`config.mk`:
```
export PLATFORM = sky130hd
export DESIGN_NAME = fetch_queue
export DESIGN_NICKNAME = d
export VERILOG_FILES = /design/src/rtl/fetch_queue_pkg.sv /design/src/rtl/fetch_queue_ram.sv /design/src/rtl/fetch_queue.sv
export SDC_FILE = /design/constraint.sdc
export NUM_CORES = 2
export LEC_CHECK = 0
export ABC_AREA = 0
export CORE_UTILIZATION = 30
export CTS_BUF_LIST = sky130_fd_sc_hd__clkbuf_4
export CTS_CLUSTER_DIAMETER = 40
export DETAILED_ROUTE_END_ITERATION = 7
export GPL_TIMING_DRIVEN = 0
export SYNTH_ARGS = -nofsm -noshare
export SYNTH_HDL_FRONTEND = slang
export SYNTH_SLANG_ARGS = --single-unit
```
`constraint.sdc`:
```
create_clock -name clk -period 17.4 [get_ports clk]
set_clock_uncertainty 0.05 [all_clocks]
set_input_delay 4.35 -clock clk [delete_from_list [all_inputs] [get_ports clk]]
set_output_delay 4.35 -clock clk [all_outputs]
set_load 0.1 [all_outputs]
```
`src/rtl/fetch_queue_pkg.sv`:
```
// Shared types for the F1->decode instruction buffer.
// Entry layout, queue geometry and pointer/count types.
package fetch_queue_pkg;

    localparam int FQ_DEPTH = 8;
    localparam int FQ_PTR_W = $clog2(FQ_DEPTH);

    typedef logic [FQ_PTR_W-1:0] fq_ptr_t;
    typedef logic [FQ_PTR_W:0]   fq_cnt_t;

    typedef struct packed {
        logic        valid;
        logic [31:0] pc;
        logic [31:0] raw_instr;
        logic [7:0]  cp0_ctl;
        logic [1:0]  i_tlb_exc;
        logic        pre_b;
        logic [31:0] pre_pc;
    } fetch_data_t;

    // Number of present instructions in a fetched pair.
    function automatic logic [1:0] fq_pair_cnt(
        input fetch_data_t [1:0] d
    );
        return {1'b0, d[1].valid} + {1'b0, d[0].valid};
    endfunction

endpackage

```
`src/rtl/fetch_queue_ram.sv`:
```
// Entry storage for the fetch queue.
// Two write ports, two combinational read ports, no reset.
module fetch_queue_ram
    import fetch_queue_pkg::*;
#(
    parameter int DEPTH = FQ_DEPTH,
    parameter int PTR_W = $clog2(DEPTH)
) (
    input  logic             clk,
    input  logic             we_a_i,
    input  logic [PTR_W-1:0] wa_idx_i,
    input  fetch_data_t      wd_a_i,
    input  logic             we_b_i,
    input  logic [PTR_W-1:0] wb_idx_i,
    input  fetch_data_t      wd_b_i,
    input  logic [PTR_W-1:0] ra_idx_i,
    output fetch_data_t      rd_a_o,
    input  logic [PTR_W-1:0] rb_idx_i,
    output fetch_data_t      rd_b_o
);

    fetch_data_t mem_q [DEPTH];

    // Write up to two entries; the ports never target the same index.
    always_ff @(posedge clk) begin
        if (we_a_i) mem_q[wa_idx_i] <= wd_a_i;
        if (we_b_i) mem_q[wb_idx_i] <= wd_b_i;
    end

    assign rd_a_o = mem_q[ra_idx_i];
    assign rd_b_o = mem_q[rb_idx_i];

endmodule

```
`src/rtl/fetch_queue.sv`:
```
// Dual-issue instruction buffer between F1 and decode.
// Circular buffer; head pair shown to decode, older in slot 1.
module fetch_queue
    import fetch_queue_pkg::*;
#(
    parameter int DEPTH = FQ_DEPTH,
    parameter int PTR_W = $clog2(DEPTH)
) (
    input  logic              clk,
    input  logic              resetn,
    input  logic              flush,
    input  fetch_data_t [1:0] in_data,
    output logic              in_ready,
    input  logic [1:0]        deq_cnt,
    output fetch_data_t [1:0] dataF2,
    output logic [PTR_W:0]    count
);

    localparam logic [PTR_W:0] CNT_LIM  = (PTR_W+1)'(DEPTH - 2);
    localparam logic [PTR_W:0] CNT_FULL = (PTR_W+1)'(DEPTH);

    logic [PTR_W-1:0] head_q, head_d;
    logic [PTR_W-1:0] tail_q, tail_d;
    logic [PTR_W:0]   count_q, count_d;

    logic             enq;
    logic [1:0]       n_in;
    logic             we_a, we_b;
    logic [PTR_W-1:0] wa_idx, wb_idx;
    logic [PTR_W-1:0] rb_idx;
    fetch_data_t      rd_a, rd_b;

    assign n_in     = fq_pair_cnt(in_data);
    assign in_ready = (count_q <= CNT_LIM);
    assign enq      = in_ready & ~flush;

    // Compact valid slots: slot 1 at tail, slot 0 right after it.
    always_comb begin
        we_a   = enq & in_data[1].valid;
        we_b   = enq & in_data[0].valid;
        wa_idx = tail_q;
        wb_idx = tail_q + PTR_W'(in_data[1].valid);
    end

    // Pointer and occupancy update; redirect clears everything.
    always_comb begin
        head_d  = head_q + PTR_W'(deq_cnt);
        tail_d  = tail_q;
        count_d = count_q - (PTR_W+1)'(deq_cnt);
        if (enq) begin
            tail_d  = tail_q + PTR_W'(n_in);
            count_d = count_d + (PTR_W+1)'(n_in);
        end
        if (flush) begin
            head_d  = '0;
            tail_d  = '0;
            count_d = '0;
        end
    end

    // Queue state registers.
    always_ff @(posedge clk or negedge resetn) begin
        if (!resetn) begin
            head_q  <= '0;
            tail_q  <= '0;
            count_q <= '0;
        end else begin
            head_q  <= head_d;
            tail_q  <= tail_d;
            count_q <= count_d;
        end
    end

    assign rb_idx = head_q + PTR_W'(1);

    fetch_queue_ram #(
        .DEPTH (DEPTH),
        .PTR_W (PTR_W)
    ) u_ram (
        .clk      (clk),
        .we_a_i   (we_a),
        .wa_idx_i (wa_idx),
        .wd_a_i   (in_data[1]),
        .we_b_i   (we_b),
        .wb_idx_i (wb_idx),
        .wd_b_i   (in_data[0]),
        .ra_idx_i (head_q),
        .rd_a_o   (rd_a),
        .rb_idx_i (rb_idx),
        .rd_b_o   (rd_b)
    );

    // Stored valid bits are stale; presence comes from occupancy.
    always_comb begin
        dataF2          = {rd_a, rd_b};
        dataF2[1].valid = (count_q != '0);
        dataF2[0].valid = (count_q >= (PTR_W+1)'(2));
    end

    assign count = count_q;

    a_deq_not3: assert property (
        @(posedge clk) disable iff (!resetn)
        deq_cnt != 2'd3
    );

    a_deq_avail: assert property (
        @(posedge clk) disable iff (!resetn)
        (PTR_W+1)'(deq_cnt) <= count_q
    );

    a_no_overflow: assert property (
        @(posedge clk) disable iff (!resetn)
        count_q <= CNT_FULL
    );

endmodule

```
==> reports/metrics.csv <==
stage,metric,value,unit
outcome,outcome,"finished, final reports clean",
worst_setup_path,Critical Path RT,13000,ps
detailed_routing,Post-route DRC,0,
cells_and_area,Layout area overhead,23.5,%
detailed_routing,Routed Antenna Nets,0,
place,routability cong.,0.800,
clock_network,post-cts resize count,0,
logic_synthesis,"Net Count, Synth",2911,
sta,Worst-Margin Slew,1310,ps
logic_synthesis,"Warnings, synthesis",0,
worst_setup_path,Setup CP Type,reg -> out,
logic_synthesis,Yosys reg bits,866,
clock_network,"Setup Fix Bufs, Post-CTS",0,
logic_synthesis,largest area contributor in the netlist,edfxtp_1,
pwr,Peak VDD IR,0.000175,V
detailed_routing,vias after detailed routing,31100,
clock_network,CTS Buf Count,241,
pwr,Sw Pwr,3.46,mW
logic_synthesis,ys async rst share,1.15,%
clock_network,CTS tree,yes,
logic_synthesis,syn avg cell area,18.4,sq um
sta,Hold Fails Final Rpt,0,
worst_setup_path,"Top cell by count, worst path",clkbuf_1,
logic_synthesis,Mapped Cells,2676,
worst_hold_path,Worst Hold Class,reg -> reg,
clock_network,Hold Buf Count CTS,0,
worst_setup_path,CP Launch Type,register,
sta,Pins Over Slew Limit,0,
cells_and_area,Nets,3650,
global_routing,GRT Residual Overflow,0,
logic_synthesis,commonest cells in the netlist,"mux2_2 (1040), edfxtp_1 (856), mux4_2 (428)",
floorplanning,core outline area,163000,sq um
logic_synthesis,sequential share of the synthesized area,52.6,%
global_routing,first-pass GRT wire length,241000,microns
run,max_cap viols,0,
worst_setup_path,CP max FO,10,
sta,post-layout minimum cycle time,10430,ps
detailed_routing,Vias per Instance,5.35,
worst_setup_path,"Critical Path, Cell by Cell",ha_1 -> clkbuf_1 -> clkbuf_1 -> clkbuf_1 -> mux4_2 -> mux2_2 -> clkdlybuf4s50_1,
pwr,Reg power frac,32.1,%
clock_network,CTS max path bufs,3,
pwr,power per cell area,132,nW/um^2
sta,Max Fclk,95.9,MHz
cells_and_area,final core utilization,37.4,%
clock_network,CTS sink cnt,866,
detailed_routing,Total Wirelength,173000,microns
clock_network,number of H-tree levels,4,
clock_network,clk root buf,clkbuf_4,
floorplanning,Initial Utilization,30.3,%
global_routing,largest net degree at the start of global routing,22,
detailed_routing,Wirelength per Cell,29.7,microns
floorplanning,DIE AREA,166000,sq um
floorplanning,I/O pin total,442,
sta,Rel. slew slack,12.3,%
sta,final worst slack,6970,ps
logic_synthesis,Main synth FF type,edfxtp_1,
logic_synthesis,"EDFF count, synth",856,
sta,ratio of final minimum period to clock period,59.9,%
sta,setup TNS,0,ps
logic_synthesis,Mapped Area,49300,sq um
sta,setup violators final,0,
place,Placement Cell Area,57800,sq um
cells_and_area,final cell count without fillers,5803,
cells_and_area,layout cell share with drive strength beyond 1,57.1,%
worst_setup_path,CP arrival,6030,ps
pwr,Net Sw Frac,42.9,%
logic_synthesis,largest cells by area after synthesis,"edfxtp_1 (52%), mux2_2 (24%), mux4_2 (20%)",
pwr,Leakage,19.3,nW
pwr,cell-internal power,4.61,mW
place,DP HPWL,115000,microns
worst_setup_path,worst stage delay on the critical path,990,ps
worst_setup_path,slowest CP cell,clkdlybuf4s50_1,
detailed_routing,1st-iter DRT viols,2717,
cells_and_area,Finished Cell Area,60900,sq um
pwr,Clk pwr share,23.3,%
floorplanning,Die Ht,408,microns
logic_synthesis,Synth top area share,52.1,%
place,Placed Instances,5347,
clock_network,"Reg clk slew, reported paths",60,ps
pwr,power after layout,8.07,mW
global_routing,total track usage,20.4,%
sta,WHS,617,ps
sta,RSZ-0062 raised after global routing,no,
clock_network,latest clock arrival within the worst-skew pair,1330,ps
pwr,Gate power share,44.6,%
floorplanning,Die X-Extent,408,microns
cells_and_area,FILL cells,15300,
global_routing,vias in the first global route,32400,
place,post-placement setup slack,8240,ps
worst_setup_path,endpoint class of the critical path,primary output,
logic_synthesis,Synth cell types,37,
detailed_routing,1st-pass router iterations,5,
floorplanning,cell row count,148,
global_routing,initial antenna violation count,30,
logic_synthesis,most frequent cell after synthesis,mux2_2,
place,Port Buf Inserts,441,
-- final cells by class --
cell class                      instances  area, sq um  area share (%)
Buffer                                215         1020            1.67
Sequential cell                       866        26000            42.6
Timing Repair Buffer                  496         5630            9.24
Clock buffer                          349         2620            4.30
Inverter                                9         33.8          0.0555
Antenna cell                           27         67.6           0.111
Tap cell                             2175         2720            4.47
Clock inverter                         80          437           0.717
Multi-Input combinational cell       1586        22400            36.8
-- power by group through the flow --
stage	sequential, mW	combinational (mW)	clock, mW
floorplan	2.67	2.51	0
global placement	2.72	3.53	0
detailed placement	2.63	3.61	0
CTS	2.59	3.63	1.93
global route	2.60	3.71	2.02
finish	2.59	3.60	1.88
-- worst max-delay path, delay by kind of cell (launching register included) --
kind	cells	cell delay (ps)
buffers and inverters	4	3190
muxes	2	740
DFF	1	410
adders and majority gates	1	280
-- placed cells by master (no fill, tap or decap), drive strengths merged, types with 2 or more instances in the layout --
cell,n
nand4,4
or3,3
buf,211
a211oi,2
nor3,3
nand2b,2
inv,16
mux2,1070
clkdlybuf4s50,441
xnor2,4
edfxtp,856
clkbuf,408
diode,27
nor4,2
bufinv,2
mux4,428
nand3,6
a21oi,11
nand2,5
nor2b,5
ha,10
clkinv,70
nor2,17
fa,4
dfrtp,10
xor2,2
-- cell families (layout without fill, tap and decap cells) --
| logic type | after synthesis | after routing | synth area share [%] |
|---|---|---|---|
| AO/OA/AOI/OAI | 18 | 18 | 0.221 |
| XOR/XNOR | 6 | 6 | 0.107 |
| adder cells (fa/ha/maj) | 14 | 14 | 0.416 |
| buffers and inverters | 224 | 1149 | 2.13 |
| flip-flops | 866 | 866 | 52.6 |
| multiplexers | 1498 | 1498 | 44.0 |
| other | 0 | 27 | 0 |
| AND/OR/NAND/NOR | 50 | 50 | 0.573 |
-- metal layers --
layer / up-vias / part of all wire, % / global-route usage [%] / wire [microns]
li1: 13000 / - / - / -
met1: 16400 / 42 / 26.4 / 71800
met2: 1289 / 49 / 33.6 / 85000
met3: 307 / 6.4 / 4.72 / 11100
met4: 20 / 2.7 / 6.47 / 4570
met5: - / 0.074 / 0 / 127
-- sequential cells by signal (all words and copies together) (netlist names) --
name / cells
count: 4
tail_q: 3
head_q: 3
u_ram.mem_q: 856
-- final timing paths --
path                       startpoint                  to  slack, ps  depth (start not counted)
setup / recovery            head_q[0]         dataF2[103]       6970                          7
hold / removal              tail_q[1]           tail_q[1]        620                          2
setup reg to reg            tail_q[0]  u_ram.mem_q[1][99]      13110                          8
hold reg to reg             tail_q[1]           tail_q[1]        620                          2
max in group asynchronous      resetn           head_q[2]      13570                          1
min in group asynchronous      resetn           head_q[0]       3330                          1
No activity file was read; power rests on OpenSTA's default activity.
==> RTL edit: new RTL, config.mk and constraints unchanged <==
Set the package constant `FQ_DEPTH` to 4 (it was 8).
--- a/src/rtl/fetch_queue_pkg.sv
+++ b/src/rtl/fetch_queue_pkg.sv
@@ -3,5 +3,5 @@
 package fetch_queue_pkg;
 
-    localparam int FQ_DEPTH = 8;
+    localparam int FQ_DEPTH = 4;
     localparam int FQ_PTR_W = $clog2(FQ_DEPTH);
 
Ports: changed (resized count); port bits go from 442 to 441. The function was not compared with the original's and may differ.
==> RTL edit against the unedited design <==
First-iteration DRC count decreased by 63%. Sequential share of layout area decreased by 1.5 points. Sequential cell count decreased by 431. Routed wire length decreased by 56%. Setup slack improved by 0.86 ns. Via count decreased by 51%. Non-clock buffer count decreased by 147. Largest power group unchanged. Combinational power decreased by 36%. Synthesized area decreased by 52%. Register-to-register slack improved by 0.59 ns. Final area decreased by 48%. Total power decreased by 40%.
==> RTL edit: results (changes against the unedited design) <==
Post-Synth Adder-Cell Area 0.489% (+0.073 points); met1 Use GR 22.5% (-3.8 points); IO buf count 439 (-0.45%); CTS buffer count 130 (-46%); Sw Share 44.9% (+2.0 points); M1 wire length 29,900 microns (-58%); CTS Root Cell clkbuf_4; Power Combinational 2320 uW (-36%); Synth top cells by count edfxtp_1 (428), mux2_2 (356), mux4_2 (214); met3 usage 7.02% (+2.3 points); Worst-Skew Late Latency 0.89 ns (-0.44 ns); highest metal used met5; Initial DRC Count 1,006 (-63%); routed wl met2 38,000 microns (-55%); Post-DP Area 29,900 sq um (-48%); slowest stage cell, crit path clkdlybuf4s50_1; non-filler cells, final 2,967 (-49%); antenna violations before repair 14 (-53%); Final GP Congestion 0.767 (-4.1%); Reg2Reg Depth 10 (+2); Crit Reg-Reg Startpoint tail_q[0]; Slew @ Worst Pin 1.39 ns (+0.0755 ns); Routed wire per std cell 25.8 microns (-13%); vias per inst 5.14 (-4.0%); ANT nets after route 0 (unchanged); hold_sp head_q[0]; first-pass GRT wire length 109,000 microns (-55%); Comb power frac 48.2% (+3.6 points); post-synth net total 1,454 (-50%); GR Layer Usage met2 31.9% (-1.7 points); Filler Cell Count 7,224 (-53%); EDFF count, synth 428 (-50%); vias in the first global route 16,400 (-49%); largest net degree at the start of global routing 21 (-4.5%); worst path arrival time 5.17 ns (-0.86 ns); Mean Syn Cell Area 19.2 sq um (+4.3%); post-synthesis mux area share 40.9% (-3.0 points); asr flop ratio synth 1.61% (+0.45 points); # nets final 2,056 (-44%); status finished, final reports clean; Post-Synth XOR/XNOR Area 0.223% (+0.12 points); Placed Instances 2,735 (-49%); post-detailed-placement half-perimeter wirelength 53,200 microns (-54%); clock share of power 22.0% (-1.3 points); Largest stage delay, worst path 1.25 ns (+0.26 ns); peak supply drop 0.152 mV (-13%); Netlist cell types 29 (-22%); top cells by area, synth edfxtp_1 (55%), mux4_2 (20%), mux2_2 (17%); layout cells sized above 1 46.0% (-11 points); Compound-Gate Fraction of Synth Area 0.297% (+0.077 points); metal3 WL 6960 microns (-37%); sequential share of the synthesized area 55.3% (+2.7 points); PD cells 152 nW/um^2 (+15%); Hold Path Cell Cnt 2 (unchanged); Lkg Pwr 0.0105 uW (-46%); max FFs per register 428 (-50%); GRT Resource Usage Total 19.1% (-1.3 points); Place WS 8.59 ns (+0.345 ns)
==> RTL edit: worst min-delay path: cells and delay by family (launching register included) <==
kind	cells	cell delay, ns
DFF	1	0.35
adders and majority gates	1	0.11
and+or+nand+nor	1	0.11
==> RTL edit: worst paths after layout <==
kind | end | slack, ns
setup / recovery | dataF2[213] | 7.83
hold / removal | head_q[0] | 0.56
setup reg to reg | u_ram.mem_q[0][88] | 13.70
hold reg to reg | head_q[0] | 0.56
max in group asynchronous | count[0] | 13.36
min in group asynchronous | head_q[0] | 3.67
==> RTL edit: area by class of cell <==
| class | instances | area share, % |
|---|---|---|
| flip-flops and latches | 435 | 41.1 |
| multi-input cells | 689 | 31.8 |
| repair buffers | 470 | 15.9 |
| clock buffers | 181 | 4.29 |
| well taps | 1040 | 4.10 |
| plain buffers | 94 | 1.51 |
| clock inverters | 46 | 1.23 |
| inverters | 7 | 0.0829 |
| diodes | 5 | 0.0395 |
